==> src/rtl/sram_arb_pkg.sv <==
// Shared encodings and defaults for the two-master SRAM port arbiter.
// Round-robin arbitration in the top is enabled by defining SRAM_ARB_RR_EN.
package sram_arb_pkg;

    localparam logic [1:0] SIZE_B = 2'b00;
    localparam logic [1:0] SIZE_H = 2'b01;
    localparam logic [1:0] SIZE_W = 2'b10;

    localparam logic MST_M0 = 1'b0;
    localparam logic MST_M1 = 1'b1;

    localparam int OUTST_DEPTH_DEF = 4;

endpackage

==> src/rtl/sram_arb_tag_fifo.sv <==
// In-order owner-tag FIFO, width 1, with same-cycle push/pop support.
// The head is read combinationally so responses route with zero added latency.
module sram_arb_tag_fifo
    import sram_arb_pkg::*;
#(
    parameter int DEPTH = OUTST_DEPTH_DEF,
    parameter int PTR_W = $clog2(DEPTH)
) (
    input  logic             clk,
    input  logic             resetn,
    input  logic             push,
    input  logic             pop,
    input  logic             din,
    output logic             dout,
    output logic             full,
    output logic             empty,
    output logic [PTR_W:0]   count
);

    logic             mem_reg [DEPTH];
    logic [PTR_W-1:0] wr_ptr_reg;
    logic [PTR_W-1:0] rd_ptr_reg;
    logic [PTR_W:0]   count_reg;
    logic             push_en;
    logic             pop_en;

    assign full    = (count_reg == (PTR_W+1)'(DEPTH));
    assign empty   = (count_reg == '0);
    assign count   = count_reg;
    assign dout    = mem_reg[rd_ptr_reg];

    // A push into a full FIFO is only legal when the head leaves in the same cycle.
    assign pop_en  = pop & ~empty;
    assign push_en = push & (~full | pop_en);

    always_ff @(posedge clk) begin
        if (push_en) begin
            mem_reg[wr_ptr_reg] <= din;
        end
    end

    always_ff @(posedge clk) begin
        if (!resetn) begin
            wr_ptr_reg <= '0;
            rd_ptr_reg <= '0;
            count_reg  <= '0;
        end else begin
            if (push_en) begin
                wr_ptr_reg <= wr_ptr_reg + 1'b1;
            end
            if (pop_en) begin
                rd_ptr_reg <= rd_ptr_reg + 1'b1;
            end
            if (push_en && !pop_en) begin
                count_reg <= count_reg + 1'b1;
            end else if (pop_en && !push_en) begin
                count_reg <= count_reg - 1'b1;
            end
        end
    end

endmodule

==> src/rtl/sram_port_arbiter.sv <==
// Two-master SRAM-like port arbiter with grant lock and in-order response routing.
// Define SRAM_ARB_RR_EN for round-robin arbitration; otherwise m0 has fixed priority.
module sram_port_arbiter
    import sram_arb_pkg::*;
#(
    parameter int OUTST_DEPTH = OUTST_DEPTH_DEF,
    parameter int PTR_W       = $clog2(OUTST_DEPTH)
) (
    input  logic        clk,
    input  logic        resetn,

    input  logic        m0_req,
    input  logic        m0_wr,
    input  logic [1:0]  m0_size,
    input  logic [31:0] m0_addr,
    input  logic [3:0]  m0_wstrb,
    input  logic [31:0] m0_wdata,
    output logic [31:0] m0_rdata,
    output logic        m0_addr_ok,
    output logic        m0_data_ok,

    input  logic        m1_req,
    input  logic        m1_wr,
    input  logic [1:0]  m1_size,
    input  logic [31:0] m1_addr,
    input  logic [3:0]  m1_wstrb,
    input  logic [31:0] m1_wdata,
    output logic [31:0] m1_rdata,
    output logic        m1_addr_ok,
    output logic        m1_data_ok,

    output logic        s_req,
    output logic        s_wr,
    output logic [1:0]  s_size,
    output logic [31:0] s_addr,
    output logic [3:0]  s_wstrb,
    output logic [31:0] s_wdata,
    input  logic [31:0] s_rdata,
    input  logic        s_addr_ok,
    input  logic        s_data_ok,

    output logic        err_unexp
);

    logic           lock_reg;
    logic           lock_id_reg;
    logic           err_reg;
    logic           grant;
    logic           granted_req;
    logic           accept;
    logic           pop;
    logic           fifo_full;
    logic           fifo_empty;
    logic           fifo_head;
    logic [PTR_W:0] fifo_count;
    logic [1:0]     addr_ok_vec;
    logic [1:0]     data_ok_vec;

`ifdef SRAM_ARB_RR_EN
    logic prio_reg;
`endif

    // With no request pending the m0 fields are presented on the payload bus.
    always_comb begin
        grant = MST_M0;
        if (lock_reg) begin
            grant = lock_id_reg;
        end
`ifdef SRAM_ARB_RR_EN
        else if (m0_req && m1_req) begin
            grant = prio_reg;
        end
`endif
        else if (m1_req && !m0_req) begin
            grant = MST_M1;
        end
    end

    assign granted_req = (grant == MST_M1) ? m1_req : m0_req;
    assign s_req       = granted_req & ~fifo_full;
    assign s_wr        = (grant == MST_M1) ? m1_wr    : m0_wr;
    assign s_size      = (grant == MST_M1) ? m1_size  : m0_size;
    assign s_addr      = (grant == MST_M1) ? m1_addr  : m0_addr;
    assign s_wstrb     = (grant == MST_M1) ? m1_wstrb : m0_wstrb;
    assign s_wdata     = (grant == MST_M1) ? m1_wdata : m0_wdata;

    assign accept = s_req & s_addr_ok;
    assign pop    = s_data_ok & ~fifo_empty;

    generate
        for (genvar gi = 0; gi < 2; gi++) begin : g_mst
            assign addr_ok_vec[gi] = accept & (grant == 1'(gi));
            assign data_ok_vec[gi] = pop & (fifo_head == 1'(gi));
        end
    endgenerate

    assign m0_addr_ok = addr_ok_vec[0];
    assign m1_addr_ok = addr_ok_vec[1];
    assign m0_data_ok = data_ok_vec[0];
    assign m1_data_ok = data_ok_vec[1];
    assign m0_rdata   = s_rdata;
    assign m1_rdata   = s_rdata;
    assign err_unexp  = err_reg;

    // A stalled request pins its owner; accept or a dropped req releases the lock.
    always_ff @(posedge clk) begin
        if (!resetn) begin
            lock_reg    <= 1'b0;
            lock_id_reg <= MST_M0;
            err_reg     <= 1'b0;
        end else begin
            lock_reg <= s_req & ~s_addr_ok;
            if (s_req && !s_addr_ok) begin
                lock_id_reg <= grant;
            end
            if (s_data_ok && (fifo_count == '0)) begin
                err_reg <= 1'b1;
            end
        end
    end

`ifdef SRAM_ARB_RR_EN
    always_ff @(posedge clk) begin
        if (!resetn) begin
            prio_reg <= MST_M0;
        end else if (accept) begin
            prio_reg <= ~grant;
        end
    end
`endif

    sram_arb_tag_fifo #(
        .DEPTH (OUTST_DEPTH),
        .PTR_W (PTR_W)
    ) u_fifo (
        .clk    (clk),
        .resetn (resetn),
        .push   (accept),
        .pop    (pop),
        .din    (grant),
        .dout   (fifo_head),
        .full   (fifo_full),
        .empty  (fifo_empty),
        .count  (fifo_count)
    );

endmodule

==> config.mk <==
export PLATFORM = sky130hd
export DESIGN_NAME = sram_port_arbiter
export DESIGN_NICKNAME = d
export VERILOG_FILES = /design/src/rtl/sram_arb_pkg.sv /design/src/rtl/sram_arb_tag_fifo.sv /design/src/rtl/sram_port_arbiter.sv
export SDC_FILE = /design/constraint.sdc
export NUM_CORES = 1
export LEC_CHECK = 0
export BUFFER_PORTS_ARGS = -buffer_cell sky130_fd_sc_hd__buf_2
export CAP_MARGIN = 20
export CORE_AREA = 2 2 123 125
export CTS_CLUSTER_SIZE = 25
export DETAILED_ROUTE_END_ITERATION = 8
export DIE_AREA = 0 0 125 127
export PLACE_DENSITY = 0.44
export SYNTH_ARGS = -nofsm -noshare
export SYNTH_HDL_FRONTEND = slang
export SYNTH_SLANG_ARGS = --single-unit
==> constraint.sdc <==
create_clock -name clk -period 3.2 [get_ports clk]
set_clock_uncertainty 0.2 [all_clocks]
set_input_delay 0.8 -clock clk [delete_from_list [all_inputs] [get_ports clk]]
set_output_delay 0.8 -clock clk [all_outputs]
set_load 0.03 [all_outputs]
==> impl_metrics.toml <==
[sta]
worst_pin_slew_ps = 373
rsz0062_at_grt = "false"
finalSetupViolations = 0
slew_viol_final = 0
finalWorstPathRequiredPeriod_ps = 3140
slew_headroom_pct = 75.1
max_clock_freq_mhz = 319
holdWs_ps = 295
period_share_pct = 98.0
timing_hold_violations_final = 0
setup_ws_ps = 64.2

[cells_and_area]
syn2layout_area_growth_pct = 47.0
instances_no_fill = 563
layout_common_cells = "buf_2 (224), mux2_1 (46), mux2_2 (25)"
regArea_sq_um = 360
multi_input_area_sq_um = 1200
drive_above_1_share_pct = 71.0
fillers = 1601
n_antenna_cell = 0
final_nets = 566
final_common_cell = "buf_2"

[synth]
synth.top_cells.by_area = "buf_4 (25%), mux2_1 (24%), mux2_2 (13%)"
ys_ff_latch = 16
syn_nets = 403
syn_inst = 217
yosysSeqAreaShare_pct = 17.0
ys_types = 32
synth_top_area_cell = "buf_4"
syn_area_sq_um = 2120
syn_area_per_cell_sq_um = 9.77
synth_top_area_share_pct = 25.1
yosysWarnings = 0

[placed_design]
post-dp-hpwl_mm = 6.95
dp_slack_ps = -33.4
place_congestion = 0.820
dp.cells = 556
portBuffers = 224

[cts]
postCtsHoldBufs = 0
clk_pin_slew_ps = 50
cts_tree = "yes"
clockBufferDepth = 2
cts.sinks = 16
clock-root-buffer = "clkbuf_16"
insertion_delay_ps = 240
cts_made_buffers = 3
h-tree-depth = 1

[die]
die-area_sq_um = 15900
die_y_microns = 127
io_pins = 321
row_count = 44
start_util_pct = 14.7
core_region_area_sq_um = 14400
fp.dieW_microns = 125

[critical_path]
r2r-start = "u_fifo.count[0]$_SDFFE_PN0P_"
path_depth = 6
critPathRequiredTime_ps = 2200
path_max_fanout = 32
rr_worst_depth = 10
path_cells = "buf_2, o31ai_4, buf_4, buf_12, mux2_2, buf_2"
rr_endpoint = "u_fifo.count[2]$_SDFFE_PN0P_"
cp-end-kind = "output pin"
r2r_slack_ps = 530
startpoint_type = "input port"
path_class = "in2out"
arrival_ps = 2140
critPathLaunch = "m0_req"
cpLargestDelayFamily = "buffers and inverters"
crit_end = "s_addr[31]"
critPathMaxStageDelay_ps = 380
path_common_cell = "buf_2"
cp_num_buf_inv = 4
cp_slowest_cell = "mux2_2"

[routing]
wl_mm = 7.97
avgRoutedWirePerCell_microns = 14.2
ant_nets = 0
vias = 2112
vias_per_cell = 3.75
drt-initial-drc-count = 68
drtPass1Iterations = 4
route.detailed.drc = 0

[run_status]
status = "completed"

[global_routing]
antenna_found_initial = 1
gr-total-overflow = 0
grt_max_degree = 33
grt_pass1_vias = 2091
grt_pass1_wl_mm = 11.3
track_usage_pct = 8.96

[power]
ir_drop_mv = 0.273
power_leakage_nw = 1.59
power_density_nw_per_um2 = 424

[job]
drv_cap = 0

[min_path]
hold_class = "reg2reg"
final cells by class:
class / instances / share of cell area [%]
repair buffers: 232 / 39.3
multi-input cells: 121 / 38.5
flip-flops and latches: 16 / 11.6
well taps: 184 / 7.38
clock buffers: 3 / 2.41
inverters: 6 / 0.722
clock inverters: 1 / 0.120
worst min-delay path, stage by stage (launching register included):
cell	delay [ps]
dfxtp_1	330
nand2_1	60
o21ai_0	60
per-stage QoR:
step | utilization, % | setup TNS (ps) | power [mW] | area [sq um]
floorplan | - | 0 | 0.961 | 2120
global placement | 20.8 | -12.4 | 1.08 | 3000
detailed placement | 20.8 | -81.0 | 1.09 | 3000
CTS | 21.7 | 0 | 1.35 | 3120
global route | 21.6 | 0 | 1.42 | 3120
finish | 21.6 | 0 | 1.32 | 3120
cells by family (layout without fill, tap and decap cells):
group	after synthesis	count (layout)	share of synthesized area, %
compound gates	9	9	3.48
xor+xnor	4	4	1.65
fa+ha+maj	6	6	3.89
buf+inv	80	242	26.8
flops	16	16	17.0
mux	74	74	39.7
simple gates	28	28	7.43
metal layers:
metal | vias up | wire (microns) | part of all wire [%] | global-route usage, %
li1 | 1007 | - | - | -
met1 | 928 | 2750 | 35 | 9.77
met2 | 161 | 4290 | 54 | 17.5
met3 | 16 | 845 | 11 | 2.60
met4 | 0 | 81 | 1.0 | 1.37
met5 | - | 0 | 0 | 0
how the worst min path moves through the flow:
stage | from | end | slack [ps] | depth (start not counted)
2_1_floorplan | u_fifo.wr_ptr_reg[1]$_SDFFE_PN0P_ | u_fifo.wr_ptr_reg[1]$_SDFFE_PN0P_ | 270 | 2
3_3_place_gp | err_unexp$_SDFFE_PN0P_ | err_unexp$_SDFFE_PN0P_ | 280 | 2
6_report | u_fifo.wr_ptr_reg[0]$_SDFFE_PN0P_ | u_fifo.wr_ptr_reg[0]$_SDFFE_PN0P_ | 290 | 2
5_1_grt | u_fifo.wr_ptr_reg[0]$_SDFFE_PN0P_ | u_fifo.wr_ptr_reg[0]$_SDFFE_PN0P_ | 330 | 2
4_1_cts | u_fifo.wr_ptr_reg[0]$_SDFFE_PN0P_ | u_fifo.wr_ptr_reg[0]$_SDFFE_PN0P_ | 300 | 2
3_5_place_dp | u_fifo.wr_ptr_reg[0]$_SDFFE_PN0P_ | u_fifo.wr_ptr_reg[0]$_SDFFE_PN0P_ | 290 | 2
power by group:
group	switching (mW)	internal, mW
registers	0.0384	0.256
logic	0.451	0.335
clock network	0.0748	0.166
total	0.564	0.757
cell usage after synthesis:
cell type,count
nand2b_1,1
nand3b_1,1
nand4_1,1
o21ai_0,2
or3_1,1
edfxtp_1,4
a21oi_2,1
buf_2,2
nor2b_1,3
mux4_2,1
nor3_1,1
nand2_1,6
xnor2_1,3
a21boi_0,1
clkbuf_1,1
mux2_1,46
a21bo_1,1
xor2_1,1
buf_4,71
a21oi_1,1
inv_1,6
and2_1,4
ha_1,5
and3_2,6
o31ai_2,1
dfxtp_1,12
fa_1,1
mux2i_1,2
mux2_2,25
a41o_1,1
nor2_1,4
a222oi_1,1
timing repair:
action,in CTS,in global routing
endpoints found under the hold margin,0,0
resized for setup,0,1
endpoints found under the setup margin,5,13
setup buffers,2,0
cloned,1,0
pin swaps,1,0
No activity file was read; power rests on OpenSTA's default activity.
